--- config.mk ---
export PLATFORM = sky130hd
export DESIGN_NAME = servile_mem_scheduler
export DESIGN_NICKNAME = d
export VERILOG_FILES = /design/src/rtl/servile_mem_scheduler_pkg.sv /design/src/rtl/servile_mem_scheduler_timer.sv /design/src/rtl/servile_mem_scheduler.sv
export SDC_FILE = /design/constraint.sdc
export NUM_CORES = 1
export LEC_CHECK = 0
export ABC_AREA = 1
export BUFFER_PORTS_ARGS = -buffer_cell sky130_fd_sc_hd__buf_2
export CAP_MARGIN = 20
export CORE_AREA = 3 3 120 122
export CTS_CLUSTER_DIAMETER = 40
export CTS_CLUSTER_SIZE = 10
export DETAILED_ROUTE_END_ITERATION = 7
export DIE_AREA = 0 0 123 125
export PLACE_DENSITY = 0.47
export SYNTH_ARGS = -nofsm -noshare
export SYNTH_HDL_FRONTEND = slang
export SYNTH_SLANG_ARGS = --single-unit
--- constraint.sdc ---
create_clock -name i_clk -period 1.3 [get_ports i_clk]
set_input_delay 0.13 -clock i_clk [delete_from_list [all_inputs] [get_ports i_clk]]
set_output_delay 0.13 -clock i_clk [all_outputs]
set_load 0.05 [all_outputs]
--- src/rtl/servile_mem_scheduler_pkg.sv ---
// Shared arbiter definitions: grant-state encodings, grant bit indices and the arbitration pick.
package servile_mem_scheduler_pkg;

    localparam logic [1:0] ST_IDLE    = 2'b00;
    localparam logic [1:0] ST_GNT_CPU = 2'b01;
    localparam logic [1:0] ST_GNT_AUX = 2'b10;

    localparam int unsigned GNT_CPU = 0;
    localparam int unsigned GNT_AUX = 1;

    localparam logic LAST_CPU = 1'b0;
    localparam logic LAST_AUX = 1'b1;

    // Next grant state for the requests seen while idle.
    function automatic logic [1:0] arb_pick(input logic cpu_stb, input logic aux_stb,
                                            input logic last_served, input logic fixed_prio);
        logic [1:0] pick;
        pick = ST_IDLE;
        if (cpu_stb && aux_stb) begin
            pick = (fixed_prio || last_served == LAST_AUX) ? ST_GNT_CPU : ST_GNT_AUX;
        end else if (cpu_stb) begin
            pick = ST_GNT_CPU;
        end else if (aux_stb) begin
            pick = ST_GNT_AUX;
        end
        return pick;
    endfunction

endpackage

--- src/rtl/servile_mem_scheduler_timer.sv ---
// Grant watchdog: cleared while idle, counts granted cycles without ack, flags the last allowed one.
module servile_mem_scheduler_timer #(
    parameter int unsigned TIMEOUT = 255
) (
    input  logic i_clk,
    input  logic i_rst_n,
    input  logic i_clr,
    input  logic i_en,
    output logic o_expire
);

    localparam int unsigned CW = $clog2(TIMEOUT + 1);

    logic [CW-1:0] cnt_q;
    logic [CW-1:0] cnt_d;

    // Expiry fires during the TIMEOUT-th counted cycle, so the count only needs to reach TIMEOUT-1.
    assign o_expire = i_en && (cnt_q == CW'(TIMEOUT - 1));

    always_comb begin
        cnt_d = cnt_q;
        if (i_clr) begin
            cnt_d = '0;
        end else if (i_en && !o_expire) begin
            cnt_d = cnt_q + 1'b1;
        end
    end

    always_ff @(posedge i_clk or negedge i_rst_n) begin
        if (!i_rst_n) begin
            cnt_q <= '0;
        end else begin
            cnt_q <= cnt_d;
        end
    end

endmodule

--- src/rtl/servile_mem_scheduler.sv ---
// Two-master Wishbone arbiter in front of the servile SPI RAM slave port.
// Optional grant watchdog enabled by defining SERVILE_ARB_TIMEOUT_EN.
module servile_mem_scheduler
    import servile_mem_scheduler_pkg::*;
#(
    parameter int unsigned AW         = 32,
    parameter int unsigned FIXED_PRIO = 0,
    parameter int unsigned TIMEOUT    = 255
) (
    input  logic          i_clk,
    input  logic          i_rst_n,
    input  logic [AW-1:0] i_cpu_adr,
    input  logic [31:0]   i_cpu_dat,
    input  logic [3:0]    i_cpu_sel,
    input  logic          i_cpu_we,
    input  logic          i_cpu_stb,
    output logic [31:0]   o_cpu_rdt,
    output logic          o_cpu_ack,
    input  logic [AW-1:0] i_aux_adr,
    input  logic [31:0]   i_aux_dat,
    input  logic [3:0]    i_aux_sel,
    input  logic          i_aux_we,
    input  logic          i_aux_stb,
    output logic [31:0]   o_aux_rdt,
    output logic          o_aux_ack,
    output logic [AW-1:0] o_mem_adr,
    output logic [31:0]   o_mem_dat,
    output logic [3:0]    o_mem_sel,
    output logic          o_mem_we,
    output logic          o_mem_stb,
    input  logic [31:0]   i_mem_rdt,
    input  logic          i_mem_ack,
    output logic [1:0]    o_grant,
    output logic          o_timeout
);

    if (TIMEOUT == 0) begin : g_bad_timeout
        $error("TIMEOUT must be at least 1");
    end

    logic [1:0] state_q;
    logic [1:0] state_d;
    logic       last_q;
    logic       last_d;
    logic       grant_cpu;
    logic       grant_aux;
    logic       cur_stb;
    logic       force_done;

    assign grant_cpu = (state_q == ST_GNT_CPU);
    assign grant_aux = (state_q == ST_GNT_AUX);
    assign cur_stb   = (grant_cpu && i_cpu_stb) || (grant_aux && i_aux_stb);

`ifdef SERVILE_ARB_TIMEOUT_EN
    logic expire;

    servile_mem_scheduler_timer #(
        .TIMEOUT (TIMEOUT)
    ) u_timer (
        .i_clk    (i_clk),
        .i_rst_n  (i_rst_n),
        .i_clr    (state_q == ST_IDLE),
        .i_en     ((grant_cpu || grant_aux) && !i_mem_ack),
        .o_expire (expire)
    );

    // A real ack in the expiry cycle wins; a dropped stb is an abort, not a timeout.
    assign force_done = expire && cur_stb && !i_mem_ack;
`else
    assign force_done = 1'b0;
`endif

    assign o_timeout = force_done;

    always_comb begin
        state_d = state_q;
        last_d  = last_q;
        case (state_q)
            ST_IDLE: begin
                state_d = arb_pick(i_cpu_stb, i_aux_stb, last_q, FIXED_PRIO != 0);
            end
            ST_GNT_CPU: begin
                if (i_mem_ack || force_done) begin
                    state_d = ST_IDLE;
                    last_d  = LAST_CPU;
                end else if (!i_cpu_stb) begin
                    state_d = ST_IDLE;
                end
            end
            ST_GNT_AUX: begin
                if (i_mem_ack || force_done) begin
                    state_d = ST_IDLE;
                    last_d  = LAST_AUX;
                end else if (!i_aux_stb) begin
                    state_d = ST_IDLE;
                end
            end
            default: begin
                state_d = ST_IDLE;
            end
        endcase
    end

    always_ff @(posedge i_clk or negedge i_rst_n) begin
        if (!i_rst_n) begin
            state_q <= ST_IDLE;
            last_q  <= LAST_AUX;
        end else begin
            state_q <= state_d;
            last_q  <= last_d;
        end
    end

    always_comb begin
        o_mem_adr = '0;
        o_mem_dat = '0;
        o_mem_sel = '0;
        o_mem_we  = 1'b0;
        o_mem_stb = 1'b0;
        if (grant_cpu) begin
            o_mem_adr = i_cpu_adr;
            o_mem_dat = i_cpu_dat;
            o_mem_sel = i_cpu_sel;
            o_mem_we  = i_cpu_we;
            o_mem_stb = i_cpu_stb && !force_done;
        end else if (grant_aux) begin
            o_mem_adr = i_aux_adr;
            o_mem_dat = i_aux_dat;
            o_mem_sel = i_aux_sel;
            o_mem_we  = i_aux_we;
            o_mem_stb = i_aux_stb && !force_done;
        end
    end

    always_comb begin
        o_grant          = 2'b00;
        o_grant[GNT_CPU] = grant_cpu;
        o_grant[GNT_AUX] = grant_aux;
    end

    assign o_cpu_ack = grant_cpu && (i_mem_ack || force_done);
    assign o_aux_ack = grant_aux && (i_mem_ack || force_done);
    assign o_cpu_rdt = (grant_cpu && !force_done) ? i_mem_rdt : 32'h0;
    assign o_aux_rdt = (grant_aux && !force_done) ? i_mem_rdt : 32'h0;

endmodule

==> reports/metrics.csv <==
stage;metric;value;unit
timing;slew_violations;0;
floorplanning;initial_utilization;11.7;%
detailed_routing;drc;0;
run;drv_cap;0;
global_route;grt_pass1_wl;17.4;mm
timing;rsz0062_at_grt;yes;
layout;fin_nets;862;
detailed_routing;drt_iter0_markers;91;
global_route;grt_max_degree;30;
floorplanning;die_x;123;microns
pwr;power_density;2450;nW/um^2
placed_design;io_buffers;312;
synth;netlist-cell-type-count;13;
timing;period_minus_slack;1.62;ns
clock_tree;cts-buffers-inserted;3;
floorplanning;ioPinCount;314;
timing;hold_viol_final;0;
synth;yosys.area.top_type;nand2_1;
pwr;p_leak;2.99;nW
worst_setup_path;cp.arrival;1.49;ns
synth;syn_nets;535;
synth;yosysSeqAreaShare;4.92;%
placed_design;gp_congestion;0.814;
detailed_routing;wirelength;12.1;mm
worst_setup_path;cp_max_fo;6;
synth;synth_area_leaders;nand2_1 53%, nor2_1 16%, inv_1 9.7%;
global_route;overflow;0;
synth;synth_top_area_share;53.0;%
placed_design;dp_slack;-0.173;ns
clock_tree;clockBufferDepth;2;
layout;drive_gt1_share;73.8;%
global_route;antenna_found_initial;1;
timing;setup_slack;-0.322;ns
timing;setup_viol;138;
clock_tree;clk_latency;0.22;ns
worst_setup_path;setup.worst_path.start_class;flip-flop;
timing;fin_skew;0.00257;ns
layout;syn_to_final_growth;270;%
detailed_routing;vias_per_cell;3.84;
global_route;grtUsageTotal;14.0;%
pwr;irDropWorstVdd;1.18;mV
timing;finalSetupTns;-35.50;ns
global_route;grt_pass1_vias;3460;
synth;syn_avg_cell_area;4.31;sq um
detailed_routing;wire_per_inst;14.0;microns
timing;clock.fmax;0.617;GHz
status;violations;setup timing;
synth;yosys_warnings;0;
detailed_routing;ant_nets;0;
synth;synth-seq-cells;3;
detailed_routing;first_pass_iters;4;
detailed_routing;via_count;3315;
worst_setup_path;cp.required;1.17;ns
synth;synthesis.area;1550;sq um
worst_setup_path;r2r_setup_slack;0.10;ns
timing;period_share;125;%
synth;syn-instance-count;360;
placed_design;hpwl;8.06;mm
clock_tree;cts_root_buf;clkbuf_16;
clock_tree;cts_tree;yes;
floorplanning;row_count;42;
clock_tree;clock-sinks;3;
worst_setup_path;crit_type;reg2out;
min_path;hp-class;in2reg;
layout;nFillCells;1291;
clock_tree;clkTransAtPathRegs;0.03;ns
floorplanning;core;13300;sq um
floorplanning;die_h;125;microns
floorplanning;die_area;15400;sq um
worst_setup_path;endpoint_kind;output port;
clock_tree;htree_levels;1;
status;status;finished, violations left;
==> metrics by stage <==
| stage | cell area [sq um] | power, W | utilization (%) | hold slack, ns | instances |
|---|---|---|---|---|---|
| CTS | 5510 | 0.0135 | 41.5 | 0.190 | 854 |
| detailed placement | 3960 | 0.00945 | 29.8 | -0.0719 | 837 |
| floorplan | 2180 | 0.00745 | - | -0.166 | 360 |
| finish | 5740 | 0.0141 | 43.2 | 0.189 | 863 |
| global placement | 3960 | 0.00948 | 29.8 | -0.0705 | 837 |
| global route | 5740 | 0.0147 | 43.2 | 0.213 | 863 |
==> critical path, stage by stage, from the launching register on <==
cell and delay [ns]:
dfrtp_1 0.38, buf_6 0.13, nor2_4 0.13, buf_6 0.15, inv_12 0.05, buf_16 0.14, nor2_4 0.12, buf_8 0.15
==> cell usage in the layout (no fill, tap or decap), types with 4 or more instances in the layout <==
cell and instances:
buf_2 174, nand2_1 133, nand2_2 86, buf_8 84, nor2_4 64, buf_6 57
inv_1 36, buf_12 11, buf_16 9, clkbuf_16 7, buf_4 6, inv_2 4
==> power breakdown <==
group	internal, W	switching, W
Sequential	0.000146	0.0000385
Clock	0.000405	0.0000856
Combinational	0.00539	0.00800
==> logic make-up (layout without fill, tap and decap cells) <==
kind of cell           after synthesis  in the layout  synth area share, %
DFF                                  3              3                 4.92
buffers and inverters               65            391                 23.7
other                                1              2                0.242
and+or+nand+nor                    291            291                 71.1
==> area by class of cell <==
class / count / area, sq um / area share, %
diodes: 1 / 2.50 / 0.0436
well taps: 176 / 220 / 3.84
repair buffers: 346 / 3400 / 59.2
flip-flops and latches: 3 / 76.3 / 1.33
clock buffers: 4 / 78.8 / 1.37
multi-input cells: 292 / 1800 / 31.4
inverters: 41 / 166 / 2.90
==> synthesized netlist by cell type <==
| master | instances |
|---|---|
| nor2_1 | 68 |
| dfrtp_1 | 2 |
| buf_4 | 3 |
| buf_2 | 10 |
| clkbuf_8 | 7 |
| nand2_1 | 219 |
| buf_6 | 4 |
| nor2_4 | 1 |
| nand3_1 | 3 |
| conb_1 | 1 |
| dfstp_2 | 1 |
| inv_2 | 1 |
| inv_1 | 40 |
==> sequential cells by signal, summed over array words and instances, names as in the netlist <==
| register | count |
|---|---|
| state_q | 2 |
| last_q | 1 |
==> layer usage <==
| metal | vias to the layer above | global-route usage (%) | routed length, microns |
|---|---|---|---|
| met5 | - | 0 | 0 |
| met1 | 1456 | 14.5 | 4290 |
| met4 | 0 | 2.54 | 91 |
| met3 | 6 | 2.35 | 1010 |
| met2 | 175 | 28.6 | 6680 |
| li1 | 1678 | - | - |
==> timing repair <==
item / 4_1_cts / 5_1_grt
setup endpoints to repair: 138 / 138
pin swaps: 2 / 4
gates cloned: 7 / 4
hold buffers: 1 / 0
hold endpoints to repair: 3 / 0
resized for setup: 378 / 31
buffers inserted: 5 / 4
==> final timing paths <==
check | start | to | depth (start not counted)
min in group asynchronous | i_rst_n | state_q[1]$_DFFE_PN0P_ | 2
hold / removal | i_mem_ack | last_q$_DFFE_PN1P_ | 3
setup / recovery | state_q[0]$_DFFE_PN0P_ | o_aux_rdt[22] | 7
hold reg to reg | last_q$_DFFE_PN1P_ | last_q$_DFFE_PN1P_ | 2
setup reg to reg | state_q[0]$_DFFE_PN0P_ | state_q[1]$_DFFE_PN0P_ | 7
max in group asynchronous | i_rst_n | last_q$_DFFE_PN1P_ | 2
No activity file was read; power rests on OpenSTA's default activity.
